[config.mk]
export PLATFORM = sky130hd
export DESIGN_NAME = expr_string_gen
export DESIGN_NICKNAME = d
export VERILOG_FILES = /design/src/rtl/expr_pkg.sv /design/src/rtl/bcd_to_ascii.sv /design/src/rtl/expr_string_gen.sv
export SDC_FILE = /design/constraint.sdc
export NUM_CORES = 1
export LEC_CHECK = 0
export CORE_ASPECT_RATIO = 0.75
export CORE_UTILIZATION = 57
export CTS_CLUSTER_SIZE = 16
export DETAILED_ROUTE_END_ITERATION = 6
export DONT_BUFFER_PORTS = 1
export GPL_ROUTABILITY_DRIVEN = 0
export HOLD_SLACK_MARGIN = 0.15
export PLACE_DENSITY_LB_ADDON = 0.25
export SYNTH_ARGS = -nofsm -noshare
export SYNTH_HDL_FRONTEND = slang
export SYNTH_SLANG_ARGS = --single-unit
[constraint.sdc]
create_clock -name clk -period 2 [get_ports clk]
set_input_delay 0.4 -clock clk [delete_from_list [all_inputs] [get_ports clk]]
set_output_delay 0.4 -clock clk [all_outputs]
set_load 0.005 [all_outputs]
[src/rtl/expr_pkg.sv]
// Shared types and character constants for the expression-string generator and recognizer.
package expr_pkg;

  typedef enum logic [1:0] {
    IDLE     = 2'b00,
    SEND_DIG = 2'b01,
    SEND_OP  = 2'b10,
    SPARE    = 2'b11
  } state_e;

  localparam logic [7:0] CH_ZERO = 8'h30;
  localparam logic [7:0] CH_PLUS = 8'h2B;
  localparam logic [7:0] CH_STAR = 8'h2A;

  localparam logic OP_PLUS = 1'b0;
  localparam logic OP_STAR = 1'b1;

endpackage

[src/rtl/bcd_to_ascii.sv]
// Maps one BCD digit to its ASCII character; callers guarantee the digit is 0..9.
module bcd_to_ascii
  import expr_pkg::*;
(
  input  logic [3:0] bcd,
  output logic [7:0] ascii
);

  assign ascii = CH_ZERO + {4'h0, bcd};

endmodule

[src/rtl/expr_string_gen.sv]
// Serializes a latched digit/operator list into an ASCII "d(op d)*" stream.
// Define EXPR_GEN_EVAL_EN to add a left-to-right evaluator (result, result_valid).
module expr_string_gen
  import expr_pkg::*;
#(
  parameter  int MAX_TERMS = 8,
  localparam int NW        = $clog2(MAX_TERMS + 1)
) (
  input  logic                   clk,
  input  logic                   clr,
  input  logic                   start,
  input  logic [NW-1:0]          num_terms,
  input  logic [4*MAX_TERMS-1:0] digits,
  input  logic [MAX_TERMS-2:0]   ops,
  output logic                   busy,
  output logic [7:0]             out_char,
  output logic                   out_valid,
  input  logic                   out_ready,
  output logic                   out_last,
`ifdef EXPR_GEN_EVAL_EN
  output logic [15:0]            result,
  output logic                   result_valid,
`endif
  output logic                   err
);

  localparam int IW = $clog2(MAX_TERMS);

  // Handshake: a character moves on a rising edge where out_valid && out_ready;
  // while out_valid is high and out_ready low, out_char/out_last stay put.

  state_e                 state_q, state_d;
  logic [IW-1:0]          idx_q, idx_d;
  logic [NW-1:0]          num_terms_q, num_terms_d;
  logic [4*MAX_TERMS-1:0] digits_q, digits_d;
  logic [MAX_TERMS-1:0]   ops_q, ops_d;
  logic                   err_q, err_d;

  logic       start_ok;
  logic       xfer;
  logic       is_last;
  logic [3:0] cur_digit;
  logic       cur_op;
  logic [7:0] digit_char;

  always_comb begin
    start_ok = (num_terms != '0) && (num_terms <= NW'(MAX_TERMS));
    for (int i = 0; i < MAX_TERMS; i++) begin
      if ((NW'(i) < num_terms) && (digits[4*i +: 4] > 4'd9)) start_ok = 1'b0;
    end
  end

  always_comb begin
    cur_digit = 4'h0;
    cur_op    = OP_PLUS;
    for (int i = 0; i < MAX_TERMS; i++) begin
      if (IW'(i) == idx_q) begin
        cur_digit = digits_q[4*i +: 4];
        cur_op    = ops_q[i];
      end
    end
  end

  assign is_last = (NW'(idx_q) == (num_terms_q - NW'(1)));

  bcd_to_ascii u_bcd_to_ascii (
    .bcd   (cur_digit),
    .ascii (digit_char)
  );

  always_ff @(posedge clk or posedge clr) begin
    if (clr) state_q <= IDLE;
    else     state_q <= state_d;
  end

  always_comb begin
    state_d = state_q;
    case (state_q)
      IDLE:     if (start && start_ok) state_d = SEND_DIG;
      SEND_DIG: if (xfer) state_d = is_last ? IDLE : SEND_OP;
      SEND_OP:  if (xfer) state_d = SEND_DIG;
      default:  state_d = IDLE;
    endcase
  end

  always_comb begin
    busy      = 1'b0;
    out_valid = 1'b0;
    out_char  = 8'h00;
    out_last  = 1'b0;
    case (state_q)
      SEND_DIG: begin
        busy      = 1'b1;
        out_valid = 1'b1;
        out_char  = digit_char;
        out_last  = is_last;
      end
      SEND_OP: begin
        busy      = 1'b1;
        out_valid = 1'b1;
        out_char  = (cur_op == OP_STAR) ? CH_STAR : CH_PLUS;
      end
      default: ;
    endcase
  end

  assign xfer = out_valid && out_ready;
  assign err  = err_q;

  always_comb begin
    idx_d       = idx_q;
    num_terms_d = num_terms_q;
    digits_d    = digits_q;
    ops_d       = ops_q;
    err_d       = 1'b0;
    if (state_q == IDLE && start) begin
      if (start_ok) begin
        idx_d       = '0;
        num_terms_d = num_terms;
        digits_d    = digits;
        ops_d       = {1'b0, ops};
      end else begin
        err_d = 1'b1;
      end
    end
    if (state_q == SEND_OP && xfer) idx_d = idx_q + IW'(1);
  end

  always_ff @(posedge clk or posedge clr) begin
    if (clr) begin
      idx_q       <= '0;
      num_terms_q <= '0;
      digits_q    <= '0;
      ops_q       <= '0;
      err_q       <= 1'b0;
    end else begin
      idx_q       <= idx_d;
      num_terms_q <= num_terms_d;
      digits_q    <= digits_d;
      ops_q       <= ops_d;
      err_q       <= err_d;
    end
  end

`ifdef EXPR_GEN_EVAL_EN
  logic [15:0] acc_q, acc_d;
  logic        last_op_q, last_op_d;
  logic        result_valid_q, result_valid_d;

  // The operator preceding a digit is remembered when it is sent, so the
  // digit transfer can fold it into the accumulator without precedence.
  always_comb begin
    acc_d          = acc_q;
    last_op_d      = last_op_q;
    result_valid_d = 1'b0;
    if (state_q == SEND_OP && xfer) last_op_d = cur_op;
    if (state_q == SEND_DIG && xfer) begin
      if (idx_q == '0)              acc_d = {12'h000, cur_digit};
      else if (last_op_q == OP_STAR) acc_d = acc_q * {12'h000, cur_digit};
      else                           acc_d = acc_q + {12'h000, cur_digit};
      result_valid_d = is_last;
    end
  end

  always_ff @(posedge clk or posedge clr) begin
    if (clr) begin
      acc_q          <= 16'h0000;
      last_op_q      <= OP_PLUS;
      result_valid_q <= 1'b0;
    end else begin
      acc_q          <= acc_d;
      last_op_q      <= last_op_d;
      result_valid_q <= result_valid_d;
    end
  end

  assign result       = acc_q;
  assign result_valid = result_valid_q;
`endif

endmodule

==> results_dict.tcl <==
set metrics [dict create \
    outcome "finished, violations left" \
    violations "setup timing" \
    syn_to_final_growth_pct 20.8 \
    path_max_fanout 10 \
    die-area_um2 5590 \
    die_height_um 65 \
    postSynthAreaPerCell_um2 11.3 \
    drt-initial-drc-count 115 \
    drv_cap 0 \
    cts_max_level 2 \
    multi_input_area_um2 1750 \
    die_w_um 86 \
    rsz0062_at_grt "true" \
    drc 0 \
    worstHoldPathType "input pin to flip-flop" \
    vias 2171 \
    yosysUniqueCellTypes 51 \
    yosysTopAreaCell "dfrtp_1" \
    cts-buffers-inserted 5 \
    path_clk_slew_ps 90 \
    drv_slew 0 \
    clock_path_buffers 2 \
    hold_viol 0 \
    grt_pass1_vias 2125 \
    endpoint_kind "output port" \
    syn_area_um2 3020 \
    vdd_drop_max_uv 741 \
    synth_ff_type "dfrtp_1" \
    yosysWarningCount 0 \
    total_leakage_power_nw 1.62 \
    fin_skew_ps 3.41 \
    start_kind "flip-flop" \
    period_minus_slack_ps 2490 \
    gr-total-overflow 0 \
    cts_tree "yes" \
    detail_route.wl_per_cell_um 19.5 \
    whs_ps 221 \
    grt_antenna_before_repair 0 \
    seq_area_um2 1230 \
    place_area_um2 3330 \
    num_rows 22 \
    synth_area_leaders "dfrtp_1 41%, mux2_4 18%, ha_1 4.6%" \
    core_um2 4980 \
    ant_nets 0 \
    power_density_nw_per_um2 1390 \
    fin_area_um2 3640 \
    drive_gt1_share_pct 42.9 \
    p_total_mw 5.07 \
    synth.top_cell.area_share_pct 40.6 \
    synth_edf_count 0 \
    setup_violations 5 \
    fmax_ghz 0.401 \
    cts-root-buf "clkbuf_8" \
    cp.required_ps 1600 \
    num_antenna_cells 0 \
    fin_cells 366 \
    grt_pass1_wl_um 10900 \
    dpl.cell_count 352 \
    portBuffers 0 \
    path_class "flip-flop to output port" \
    nets 351 \
    num_io_pins 59 \
    ys_ff_latch 49 \
    setup_ws_ps -495 \
    clk-insertion-delay-late_ps 310 \
    dp_hpwl_um 5210 \
    fin_crit_sh_pct 125 \
    syn_inst 266 \
    viasPerCell 5.93 \
    finalSetupTns_ps -2210 \
    finalWirelength_um 7130 \
    grt_max_degree 24 \
    initial_core_util_pct 60.5 \
    synth-async-reset-ratio_pct 100 \
    grt_usage_pct 26.2 \
    fill_cells 325 \
    cts.sinks 49 \
    yosysSeqAreaShare_pct 40.6 \
    worst_ep_arrival_time_ps 2090 \
    dr.pass1.iters 4 \
]
## state kept, by name, summed over array words and instances (netlist names)
| signal | count |
|---|---|
| digits_q | 32 |
| err | 1 |
| idx_q | 3 |
| num_terms_q | 4 |
| ops_q | 7 |
| state_q | 2 |
## cell usage in the layout (no fill, tap or decap), drive strengths merged, types with 3 or more instances in the layout
master,instances
nand2,20
ha,11
nand2b,3
o21a,3
a31o,3
o21bai,3
a21oi,14
nand3,3
nor2,6
a31oi,3
mux2i,3
clkbuf,7
inv,16
o21ai,16
xor2,3
mux2,44
a221oi,4
nor2b,8
dfrtp,49
o22ai,3
buf,34
## routing by layer
metal / part of all wire (%) / track usage [%] / up-vias
met4: 1.5 / 7.92 / 0
li1: - / - / 1002
met1: 46 / 37.3 / 1091
met3: 5.4 / 5.48 / 12
met5: 0 / 0 / -
met2: 47 / 40.3 / 66
## report_power, final
part / internal (mW) / switching, mW
registers: 1.45 / 0.397
logic: 1.45 / 1.04
clock network: 0.375 / 0.356
## logic make-up after synthesis
group / count (synthesis) / share of synthesized area, %
DFF: 49 / 40.6
and+or+nand+nor: 55 / 9.91
AOI/OAI and AO/OA: 66 / 14.7
other: 1 / 0.124
adders and majority gates: 11 / 4.56
muxes: 47 / 22.0
xor gates and xnor gates: 3 / 0.871
buffers and inverters: 34 / 7.13
## critical path, stage by stage (launching register included)
cell and delay (ps):
dfrtp_2 480, inv_4 70, ha_4 180, buf_12 130, mux2i_1 110, o31ai_1 230, o21ai_1 90, o21bai_1 150
a21boi_1 190, buf_4 150
## synth_stat cells, drive strengths merged, types with 2 or more instances
cell type and number:
a211oi 2, clkbuf 8, nand2b 3, nand3 3, and2 2, a32o 2
nor2 6, inv 16, a31o 3, nor2b 8, buf 10, xor2 3
o31ai 2, a221oi 4, o22ai 3, dfrtp 49, mux2i 3, a31oi 3
nor3 2, a21oi 14, o221ai 2, o21a 3, or4 2, a32oi 2
nand2 20, o21ai 16, a221o 2, ha 11, o21bai 3, mux2 44
## what timing repair did
| item | in CTS | in global routing |
|---|---|---|
| buffers inserted | 0 | 3 |
| gates cloned | 0 | 2 |
| hold endpoints to repair | 9 | 0 |
| resized for setup | 11 | 17 |
| pin swaps | 4 | 8 |
| hold buffers | 1 | 0 |
| endpoints found under the setup margin | 5 | 8 |
## stage by stage
step                      util, %  worst slack, ps
after detailed placement     66.8             -298
after floorplan                 -             -206
final                        73.2             -495
after CTS                    70.0             -463
after global routing         73.2             -560
after global placement       66.8             -267
## final timing paths
check | startpoint | endpoint | slack, ps | depth (start not counted)
setup / recovery | idx_q[0] | out_char[2] | -490 | 9
max in group asynchronous | clr | idx_q[0] | 960 | 3
hold reg to reg | digits_q[4] | digits_q[4] | 520 | 1
hold / removal | ops[0] | ops_q[0] | 220 | 1
setup reg to reg | state_q[1] | state_q[1] | 50 | 7
min in group asynchronous | clr | ops_q[6] | 450 | 2
## layout make-up
| cell class | instances | share of cell area, % |
|---|---|---|
| multi-input combinational | 184 | 48.1 |
| sequential | 49 | 33.7 |
| timing repair buffer | 37 | 10.8 |
| tap | 72 | 2.47 |
| clock buffer | 5 | 1.89 |
| inverter | 16 | 1.79 |
| clock inverter | 3 | 1.27 |
Power figures use the tool's default switching activity.
